## src/rtl/dvs_ravens_pkg.sv

```systemverilog
// Shared definitions for the DVS event path.
//
// Contents:
//   EVENT_BITS              width of one AER event word as written into the event FIFO
//   CLK_PERIOD_NS           nominal system clock period
//   DEFAULT_MAX_HOLD_CYCLES default bound on how long one requester may own the FIFO bus
//   arb_state_t             state encoding of the FIFO bus arbiter
package dvs_ravens_pkg;

    localparam int unsigned EVENT_BITS              = 16;
    localparam int unsigned CLK_PERIOD_NS           = 10;
    localparam int unsigned DEFAULT_MAX_HOLD_CYCLES = 64;

    typedef enum logic [1:0] {
        StIdle,
        StGrant,
        StRelease
    } arb_state_t;

endpackage

```

## src/rtl/rr_priority_select.sv

```systemverilog
// Combinational round-robin picker.
//
// Searches the request vector starting at last_idx+1 (modulo NUM_REQ) and returns the first
// asserted requester. Suitable for any shared resource with a rotating priority pointer.
//
// Ports:
//   req            in   NUM_REQ   request vector
//   last_idx       in   IDX_BITS  index of the previous winner (search starts after it)
//   winner_onehot  out  NUM_REQ   one-hot winner, zero when no request
//   winner_idx     out  IDX_BITS  winner index, zero when no request
//   valid          out  1         at least one request present
module rr_priority_select #(
    parameter int unsigned NUM_REQ  = 4,
    parameter int unsigned IDX_BITS = $clog2(NUM_REQ)
) (
    input  logic [NUM_REQ-1:0]  req,
    input  logic [IDX_BITS-1:0] last_idx,
    output logic [NUM_REQ-1:0]  winner_onehot,
    output logic [IDX_BITS-1:0] winner_idx,
    output logic                valid
);

    always_comb begin
        int unsigned cand;
        cand          = 0;
        winner_onehot = '0;
        winner_idx    = '0;
        valid         = 1'b0;
        // Offset NUM_REQ wraps back to last_idx itself, so the previous owner is considered last.
        for (int unsigned off = 1; off <= NUM_REQ; off++) begin
            cand = (32'(last_idx) + off) % NUM_REQ;
            if (!valid && req[cand[IDX_BITS-1:0]]) begin
                valid                               = 1'b1;
                winner_idx                          = cand[IDX_BITS-1:0];
                winner_onehot[cand[IDX_BITS-1:0]]   = 1'b1;
            end
        end
    end

endmodule

```

## src/rtl/dvs_fifo_bus_arbiter.sv

```systemverilog
// Round-robin arbiter sharing the event-FIFO write port among NUM_REQ AER interfaces.
//
// One requester owns the bus at a time; it may write exactly one event per grant and may hold
// the grant for at most MAX_HOLD_CYCLES cycles. Grants are only issued while the FIFO has room.
//
// Ports:
//   clk           in   1                      system clock
//   rst_n         in   1                      asynchronous active-low reset
//   fifo_req      in   NUM_REQ                per-requester bus request
//   fifo_bus_wr   in   NUM_REQ                per-requester write strobe (legal only while granted)
//   fifo_event    in   NUM_REQ x EVENT_BITS   per-requester event word
//   fifo_full     in   1                      downstream FIFO full
//   fifo_grant    out  NUM_REQ                one-hot grant (registered)
//   fifo_wr_en    out  1                      FIFO write enable, single-cycle pulse (registered)
//   fifo_wr_data  out  EVENT_BITS             FIFO write data (registered)
//   owner_idx     out  IDX_BITS               current / last granted requester
//   event_count   out  32                     events written, wraps
//   err_flags     out  3                      sticky: [0] extra write, [1] write w/o grant,
//                                             [2] hold timeout
module dvs_fifo_bus_arbiter
    import dvs_ravens_pkg::*;
#(
    parameter int unsigned NUM_REQ         = 4,
    parameter int unsigned MAX_HOLD_CYCLES = DEFAULT_MAX_HOLD_CYCLES
) (
    input  logic                       clk,
    input  logic                       rst_n,
    input  logic [NUM_REQ-1:0]         fifo_req,
    input  logic [NUM_REQ-1:0]         fifo_bus_wr,
    input  logic [EVENT_BITS-1:0]      fifo_event [NUM_REQ],
    input  logic                       fifo_full,
    output logic [NUM_REQ-1:0]         fifo_grant,
    output logic                       fifo_wr_en,
    output logic [EVENT_BITS-1:0]      fifo_wr_data,
    output logic [$clog2(NUM_REQ)-1:0] owner_idx,
    output logic [31:0]                event_count,
    output logic [2:0]                 err_flags
);

    localparam int unsigned IDX_BITS  = $clog2(NUM_REQ);
    localparam int unsigned HOLD_BITS = $clog2(MAX_HOLD_CYCLES + 1);

    arb_state_t             state_q, state_d;
    logic [NUM_REQ-1:0]     grant_q, grant_d;
    logic [IDX_BITS-1:0]    owner_q, owner_d;
    logic                   wr_en_q, wr_en_d;
    logic [EVENT_BITS-1:0]  wr_data_q, wr_data_d;
    logic [31:0]            count_q, count_d;
    logic [2:0]             err_q, err_d;
    logic [HOLD_BITS-1:0]   hold_q, hold_d;
    logic                   written_q, written_d;

    logic [NUM_REQ-1:0]     pick_onehot;
    logic [IDX_BITS-1:0]    pick_idx;
    logic                   pick_valid;

    rr_priority_select #(
        .NUM_REQ  (NUM_REQ),
        .IDX_BITS (IDX_BITS)
    ) u_rr_select (
        .req           (fifo_req),
        .last_idx      (owner_q),
        .winner_onehot (pick_onehot),
        .winner_idx    (pick_idx),
        .valid         (pick_valid)
    );

    always_comb begin
        state_d   = state_q;
        grant_d   = grant_q;
        owner_d   = owner_q;
        wr_en_d   = 1'b0;
        wr_data_d = wr_data_q;
        count_d   = count_q;
        err_d     = err_q;
        hold_d    = hold_q;
        written_d = written_q;

        // Strobes from any requester not currently seeing its grant are ignored but flagged.
        if (|(fifo_bus_wr & ~grant_q)) begin
            err_d[1] = 1'b1;
        end

        unique case (state_q)
            // RELEASE already has all grants low for its single cycle, so it arbitrates like
            // IDLE; this keeps the gap between back-to-back grants at exactly one cycle.
            StIdle, StRelease: begin
                grant_d   = '0;
                hold_d    = '0;
                written_d = 1'b0;
                state_d   = StIdle;
                if (pick_valid && !fifo_full) begin
                    grant_d = pick_onehot;
                    owner_d = pick_idx;
                    state_d = StGrant;
                end
            end

            StGrant: begin
                hold_d = hold_q + 1'b1;

                if (fifo_bus_wr[owner_q]) begin
                    if (!written_q) begin
                        wr_en_d   = 1'b1;
                        wr_data_d = fifo_event[owner_q];
                        count_d   = count_q + 32'd1;
                        written_d = 1'b1;
                    end else begin
                        err_d[0] = 1'b1;
                    end
                end

                // A voluntary release wins over a timeout landing on the same cycle.
                if (!fifo_req[owner_q]) begin
                    grant_d = '0;
                    state_d = StRelease;
                end else if ((32'(hold_q) + 32'd1) >= MAX_HOLD_CYCLES) begin
                    err_d[2] = 1'b1;
                    grant_d  = '0;
                    state_d  = StRelease;
                end
            end

            default: begin
                grant_d = '0;
                state_d = StIdle;
            end
        endcase
    end

    always_ff @(posedge clk or negedge rst_n) begin
        if (!rst_n) begin
            state_q   <= StIdle;
            grant_q   <= '0;
            owner_q   <= IDX_BITS'(NUM_REQ - 1);
            wr_en_q   <= 1'b0;
            wr_data_q <= '0;
            count_q   <= '0;
            err_q     <= '0;
            hold_q    <= '0;
            written_q <= 1'b0;
        end else begin
            state_q   <= state_d;
            grant_q   <= grant_d;
            owner_q   <= owner_d;
            wr_en_q   <= wr_en_d;
            wr_data_q <= wr_data_d;
            count_q   <= count_d;
            err_q     <= err_d;
            hold_q    <= hold_d;
            written_q <= written_d;
        end
    end

    assign fifo_grant   = grant_q;
    assign fifo_wr_en   = wr_en_q;
    assign fifo_wr_data = wr_data_q;
    assign owner_idx    = owner_q;
    assign event_count  = count_q;
    assign err_flags    = err_q;

endmodule

```

## config.mk

```make
export PLATFORM = sky130hd
export DESIGN_NAME = dvs_fifo_bus_arbiter
export DESIGN_NICKNAME = d
export VERILOG_FILES = /design/src/rtl/dvs_ravens_pkg.sv /design/src/rtl/rr_priority_select.sv /design/src/rtl/dvs_fifo_bus_arbiter.sv
export SDC_FILE = /design/constraint.sdc
export NUM_CORES = 1
export LEC_CHECK = 0
export CAP_MARGIN = 20
export CORE_ASPECT_RATIO = 1.2
export CORE_UTILIZATION = 47
export CTS_CLUSTER_SIZE = 20
export DETAILED_ROUTE_END_ITERATION = 16
export PLACE_DENSITY = 0.78
export SYNTH_ARGS = -nofsm -noshare
export SYNTH_HDL_FRONTEND = slang
export SYNTH_HIERARCHICAL = 1
export SYNTH_SLANG_ARGS = --single-unit
```

## constraint.sdc

```tcl
create_clock -name clk -period 3.6 [get_ports clk]
set_clock_uncertainty 0.1 [all_clocks]
set_input_delay 0.36 -clock clk [delete_from_list [all_inputs] [get_ports clk]]
set_output_delay 0.36 -clock clk [all_outputs]
set_load 0.1 [all_outputs]
```

==> results.sh, run 1 <==
export IMPL_status="finished, final reports clean"
export IMPL_hold_slack_ns=0.324
export IMPL_die_w_um=87.3
export IMPL_drive_above_1_share_pct=10.4
export IMPL_clkPwrFrac_pct=14.6
export IMPL_design_die_area_um2=9120
export IMPL_synth_seq_area_share_pct=41.5
export IMPL_startpoint_type="register"
export IMPL_crit_path_start="owner_idx[1]$_DFFE_PN1P_"
export IMPL_initial_core_util_pct=48.2
export IMPL_period_share_pct=77.0
export IMPL_ios=133
export IMPL_p_seq_share_pct=24.8
export IMPL_grt_max_degree=56
export IMPL_dr_pass1_iters=5
export IMPL_crit_fanout=11
export IMPL_synth_edf_count=0
export IMPL_async_flop_share_pct=100
export IMPL_ant_nets=0
export IMPL_max_freq_ghz=0.361
export IMPL_required_ns=3.73
export IMPL_fin_nets=598
export IMPL_yosysWarnings=6
export IMPL_post_route_drc_count=0
export IMPL_p_per_area_nw_per_um2=775
export IMPL_swShare_pct=51.8
export IMPL_clock_path_buffers=2
export IMPL_reg2reg_from="owner_idx[1]$_DFFE_PN1P_"
export IMPL_synthDistinctLibCells=57
export IMPL_synth_most_common_cell="nand2_1"
export IMPL_drt_total_wl_um=10200
export IMPL_worst_slew_pin_slew_ns=1.02
export IMPL_routabilityCongestion=0.862
export IMPL_setup_worst_path_end_class="register"
export IMPL_crit_arrival_ns=2.90
export IMPL_vias=3534
export IMPL_synthTopCellsByCount="nand2_1, dfrtp_1, xnor2_1, nand4_1, mux4_2"
export IMPL_grt_pass1_vias=3433
export IMPL_overflow=0
export IMPL_drv_cap=0
export IMPL_final_core_util_pct=66.6
export IMPL_syn2layout_area_growth_pct=38.1
export IMPL_port_buffers=132
export IMPL_switchingPower_uw=2280
export IMPL_htree_num_levels=3
export IMPL_fill_cells=682
export IMPL_syn_avg_cell_area_um2=10.6
export IMPL_setup_slack_ns=0.827
export IMPL_synth_top_cell_by_area="dfrtp_1"
export IMPL_dp_worst_setup_slack_ns=0.876
export IMPL_hold_viol=0
export IMPL_ff2ff_setup_slack_ns=0.83
export IMPL_routed_via_density=5.57
export IMPL_ys_ff_latch=68
export IMPL_total_leakage_power_uw=0.00241
export IMPL_grtUsageTotal_pct=24.1
export IMPL_coreArea_um2=8520
export IMPL_antenna_cells=0
export IMPL_synth_area_um2=4110
export IMPL_netlist_instances=387
export IMPL_r2r_cells=7
export IMPL_critPathKind="reg2reg"
export IMPL_min_path_type="in2async"
export IMPL_endpoint="fifo_grant[3]$_DFFE_PN0P_"
export IMPL_synthFlopType="dfrtp_1"
export IMPL_p_comb_share_pct=60.5
export IMPL_ir_worst_vdd_mv=0.662
export IMPL_hpwl_um=7530
export IMPL_p_int_uw=2120
export IMPL_antenna_found_initial=0
export IMPL_cts_tree="built"
export IMPL_multi_input_area_um2=2200
export IMPL_synthTopCellsByArea="dfrtp_1, mux4_2, nand2_1"
export IMPL_synth_top_area_share_pct=40.2
export IMPL_drt_iter0_drc=158
export IMPL_cts_buffers=9
export IMPL_post_cts_buffers=0
export IMPL_finalPower_uw=4390
export IMPL_clk_pin_slew_ns=0.07
export IMPL_slew_headroom_pct=31.9
export IMPL_fp_row_count=37
export IMPL_clock_sinks=68
export IMPL_syn_nets=472
export IMPL_ff_latch_area_um2=1700
export IMPL_post_drt_wl_per_cell_um=16.1
export IMPL_clock_latency_ns=0.34
export IMPL_grt_setup_unrepaired="no"
export IMPL_slew_viol_final=0
export IMPL_r2r_end="fifo_grant[3]$_DFFE_PN0P_"
export IMPL_die_h_um=104
export IMPL_period_needed_ns=2.77
export IMPL_setup_viol=0
export IMPL_cts_root_buffer="clkbuf_8"
export IMPL_tns_ns=0
export IMPL_grt_pass1_wl_um=17100
metal layers:
layer | part of all wire [%] | GRT usage [%]
met3 | 6.3 | 4.68
met2 | 49 | 37.9
met1 | 42 | 32.5
met4 | 1.9 | 9.48
met5 | 0 | 0
placed cells by master (no fill, tap or decap), drive strengths merged, types with 3 or more instances in the layout:
cell / Yosys / routed
o31ai: 4 / 4
and2: 7 / 7
a2111o: 4 / 4
and4: 7 / 7
mux2i: 4 / 4
nor3: 7 / 7
a22o: 5 / 5
clkdlybuf4s50: 0 / 129
nor2b: 4 / 4
or3: 4 / 4
dfrtp: 66 / 66
inv: 15 / 15
xnor2: 29 / 29
a211oi: 3 / 3
nand2: 71 / 71
buf: 15 / 8
nor3b: 3 / 3
ha: 10 / 10
clkbuf: 8 / 12
and3: 8 / 8
nand3: 13 / 13
mux4: 20 / 20
a31oi: 5 / 5
xor2: 8 / 8
mux2: 3 / 3
nand4: 25 / 25
nor2: 7 / 7
a21oi: 6 / 6
power groups by stage:
stage / registers (µW) / clock network (µW) / logic (µW)
after global routing: 1120 / 687 / 2810
final: 1090 / 643 / 2660
after global placement: 1100 / 0 / 2630
after floorplan: 2130 / 0 / 1030
after detailed placement: 1100 / 0 / 2650
after CTS: 1090 / 654 / 2660
registers in the layout, indices dropped and copies added, names as in the netlist, 2 cells and up:
name and count:
fifo_wr_data 16, hold_q 7, event_count 32, state_q 2
fifo_grant 4, owner_idx 2, err_flags 3
repair_timing:
item | 4_1_cts | 5_1_grt
hold buffers | 1 | 0
resized for setup | 0 | 0
setup endpoints to repair | 0 | 0
endpoints found under the hold margin | 13 | 0
cell type report:
class / count / share of cell area, %
clock buffer: 12 / 2.74
clock inverter: 4 / 0.839
inverter: 15 / 0.993
multi-input combinational: 281 / 38.8
sequential: 68 / 30.1
tap: 117 / 2.58
timing repair buffer: 138 / 24.0
worst max-delay path, stage by stage (launching register included):
cell      delay (ns)
dfstp_2         0.53
inv_1           0.12
ha_1            0.55
inv_1           0.24
a31oi_1         0.45
o31ai_1         0.12
a2111o_1        0.35
a22o_1          0.20
stage by stage:
step                instances  instance area (µm²)
finish                    635                 5670
global route              635                 5670
CTS                       635                 5670
detailed placement        618                 5460
global placement          618                 5460
floorplan                 387                 4110
kinds of logic after synthesis:
family                   count (synthesis)  synth area share, %
AND/OR/NAND/NOR                        169                 22.2
XOR/XNOR                                37                 7.89
AO/OA/AOI/OAI                           38                 7.19
flip-flops                              68                 41.5
buffers and inverters                   38                 4.91
multiplexers                            27                 13.2
adder cells (fa/ha/maj)                 10                 3.05
how the worst min path moves through the flow:
stage | from | endpoint | slack, ns
5_1_grt | rst_n | event_count[31]$_DFFE_PN0P_ | 0.36
2_1_floorplan | rst_n | err_flags[0]$_DFFE_PN0P_ | -0.04
3_5_place_dp | rst_n | event_count[24]$_DFFE_PN0P_ | 0.17
4_1_cts | rst_n | event_count[24]$_DFFE_PN0P_ | 0.33
3_3_place_gp | rst_n | event_count[23]$_DFFE_PN0P_ | 0.16
6_report | rst_n | event_count[24]$_DFFE_PN0P_ | 0.32
Note: power is estimated with default switching activity, not from simulation.
==> run 2, diff against run 1 <==
- clock period: 3.6 -> 2.7 ns (I/O delays scaled with it)
==> results.sh, run 2 (synthesis gave the netlist of run 1 again) <==
export IMPL_drv_cap=0
export IMPL_fp_row_count=37
export IMPL_routabilityCongestion=0.851
export IMPL_grt_max_degree=69
export IMPL_routed_via_density=5.65
export IMPL_drt_total_wl_um=10500
export IMPL_syn2layout_area_growth_pct=36.2
export IMPL_port_buffers=132
export IMPL_period_share_pct=93.4
export IMPL_slew_headroom_pct=58.4
export IMPL_crit_arrival_ns=2.65
export IMPL_startpoint_type="register"
export IMPL_tns_ns=0
export IMPL_layoutNonFillerInstCount=640
export IMPL_vias=3619
export IMPL_drive_above_1_share_pct=22.6
export IMPL_clock_sinks=68
export IMPL_ff_latch_area_um2=1710
export IMPL_dr_pass1_iters=4
export IMPL_r2r_cells=7
export IMPL_htree_num_levels=3
export IMPL_grt_pass1_vias=3467
export IMPL_die_h_um=104
export IMPL_cts_tree="built"
export IMPL_post_route_drc_count=0
export IMPL_cts_buffers=9
export IMPL_critPathBufInv=1
export IMPL_post_drt_wl_per_cell_um=16.4
export IMPL_cp_depth=7
export IMPL_largest_reg_flops=32
export IMPL_grt_pass1_wl_um=17100
export IMPL_clock_latency_ns=0.34
export IMPL_crit_fanout=19
export IMPL_required_ns=2.83
export IMPL_ios=133
export IMPL_cpLargestDelayFamily="flip-flops"
export IMPL_status="finished, final reports clean"
export IMPL_layout_common_cells="clkdlybuf4s50_1, nand2_1, buf_4, dfrtp_1, xnor2_1"
export IMPL_final_core_util_pct=65.7
export IMPL_ant_nets=0
export IMPL_hold_slack_ns=0.377
export IMPL_total_leakage_power_uw=0.00252
export IMPL_hold_viol=0
export IMPL_ir_worst_vdd_mv=0.909
export IMPL_cts_root_buffer="clkbuf_8"
export IMPL_clock_path_buffers=2
export IMPL_clk_pin_slew_ns=0.07
export IMPL_p_per_area_nw_per_um2=1030
export IMPL_critPathKind="reg2reg"
export IMPL_coreArea_um2=8520
export IMPL_design_die_area_um2=9120
export IMPL_post_cts_buffers=0
export IMPL_min_path_type="in2async"
export IMPL_ff2ff_setup_slack_ns=0.18
export IMPL_max_freq_ghz=0.397
export IMPL_slowest_delay_ns=0.77
export IMPL_setup_viol=0
export IMPL_setup_worst_path_end_class="register"
export IMPL_grtUsageTotal_pct=24.0
export IMPL_initial_core_util_pct=48.2
export IMPL_die_w_um=87.3
export IMPL_slew_viol_final=0
export IMPL_hpwl_um=7670
export IMPL_final_common_cell="clkdlybuf4s50_1"
export IMPL_fill_cells=716
export IMPL_crit_chain="inv_4 -> ha_4 -> mux4_2 -> nand2_1 -> o311ai_0 -> or3_1 -> a22o_1"
export IMPL_grt_setup_unrepaired="no"
export IMPL_period_needed_ns=2.52
export IMPL_multi_input_area_um2=2220
export IMPL_antenna_found_initial=0
export IMPL_worst_slew_pin_slew_ns=0.607
export IMPL_critPathSlowestCell="dfstp_4"
export IMPL_drt_iter0_drc=212
export IMPL_fin_nets=603
export IMPL_antenna_cells=0
export IMPL_overflow=0
export IMPL_dp_cells=623
-- run 2: worst register-to-register path, cell delays in order (launching register included) --
cell and delay (ns):
dfstp_4 0.77, inv_4 0.08, ha_4 0.34, mux4_2 0.37, nand2_1 0.09, o311ai_0 0.13
or3_1 0.32, a22o_1 0.20
-- run 2: layout make-up --
class                           instances  area share, %
Multi-Input combinational cell        281           39.7
Sequential cell                        68           30.6
Timing Repair Buffer                  143           22.7
Clock buffer                           13           3.02
Tap cell                              117           2.62
Inverter                               15           1.05
Clock inverter                          3          0.358
-- run 2: repair_timing --
| item | in CTS | in global routing |
|---|---|---|
| hold endpoints to repair | 66 | 0 |
| hold buffers | 1 | 0 |
| resized for setup | 0 | 0 |
-- run 2: path summary, 6_finish.rpt --
check,start,endpoint
worst max-delay path,owner_idx[0]$_DFFE_PN1P_,fifo_grant[2]$_DFFE_PN0P_
worst min-delay path,rst_n,event_count[30]$_DFFE_PN0P_
worst min register to register,err_flags[2]$_DFFE_PN0P_,err_flags[2]$_DFFE_PN0P_
worst max register to register,owner_idx[0]$_DFFE_PN1P_,fifo_grant[2]$_DFFE_PN0P_
max in group asynchronous,rst_n,owner_idx[0]$_DFFE_PN1P_
min in group clk,err_flags[2]$_DFFE_PN0P_,err_flags[2]$_DFFE_PN0P_
-- run 2: metrics by stage --
| step | worst slack (ns) | instance area, µm² | total power (µW) |
|---|---|---|---|
| 6_report | 0.179 | 5590 | 5790 |
| 5_1_grt | 0.00909 | 5590 | 6070 |
| 2_1_floorplan | -0.0461 | 4150 | 4290 |
| 3_5_place_dp | 0.214 | 5400 | 5010 |
| 4_1_cts | 0.181 | 5590 | 5820 |
| 3_3_place_gp | 0.228 | 5400 | 4960 |
-- run 2: report_power, final --
| group | internal [µW] | total (µW) | switching [µW] |
|---|---|---|---|
| registers | 1270 | 1520 | 247 |
| logic | 1060 | 3470 | 2410 |
| clock network | 408 | 797 | 389 |
-- run 2: per-layer routing --
| layer | track usage [%] | vias to the layer above | routed length, µm |
|---|---|---|---|
| met5 | 0 | - | 0 |
| met4 | 9.13 | 0 | 257 |
| met3 | 4.92 | 23 | 637 |
| met2 | 38.4 | 157 | 5240 |
| met1 | 31.7 | 1762 | 4330 |
| li1 | - | 1677 | - |
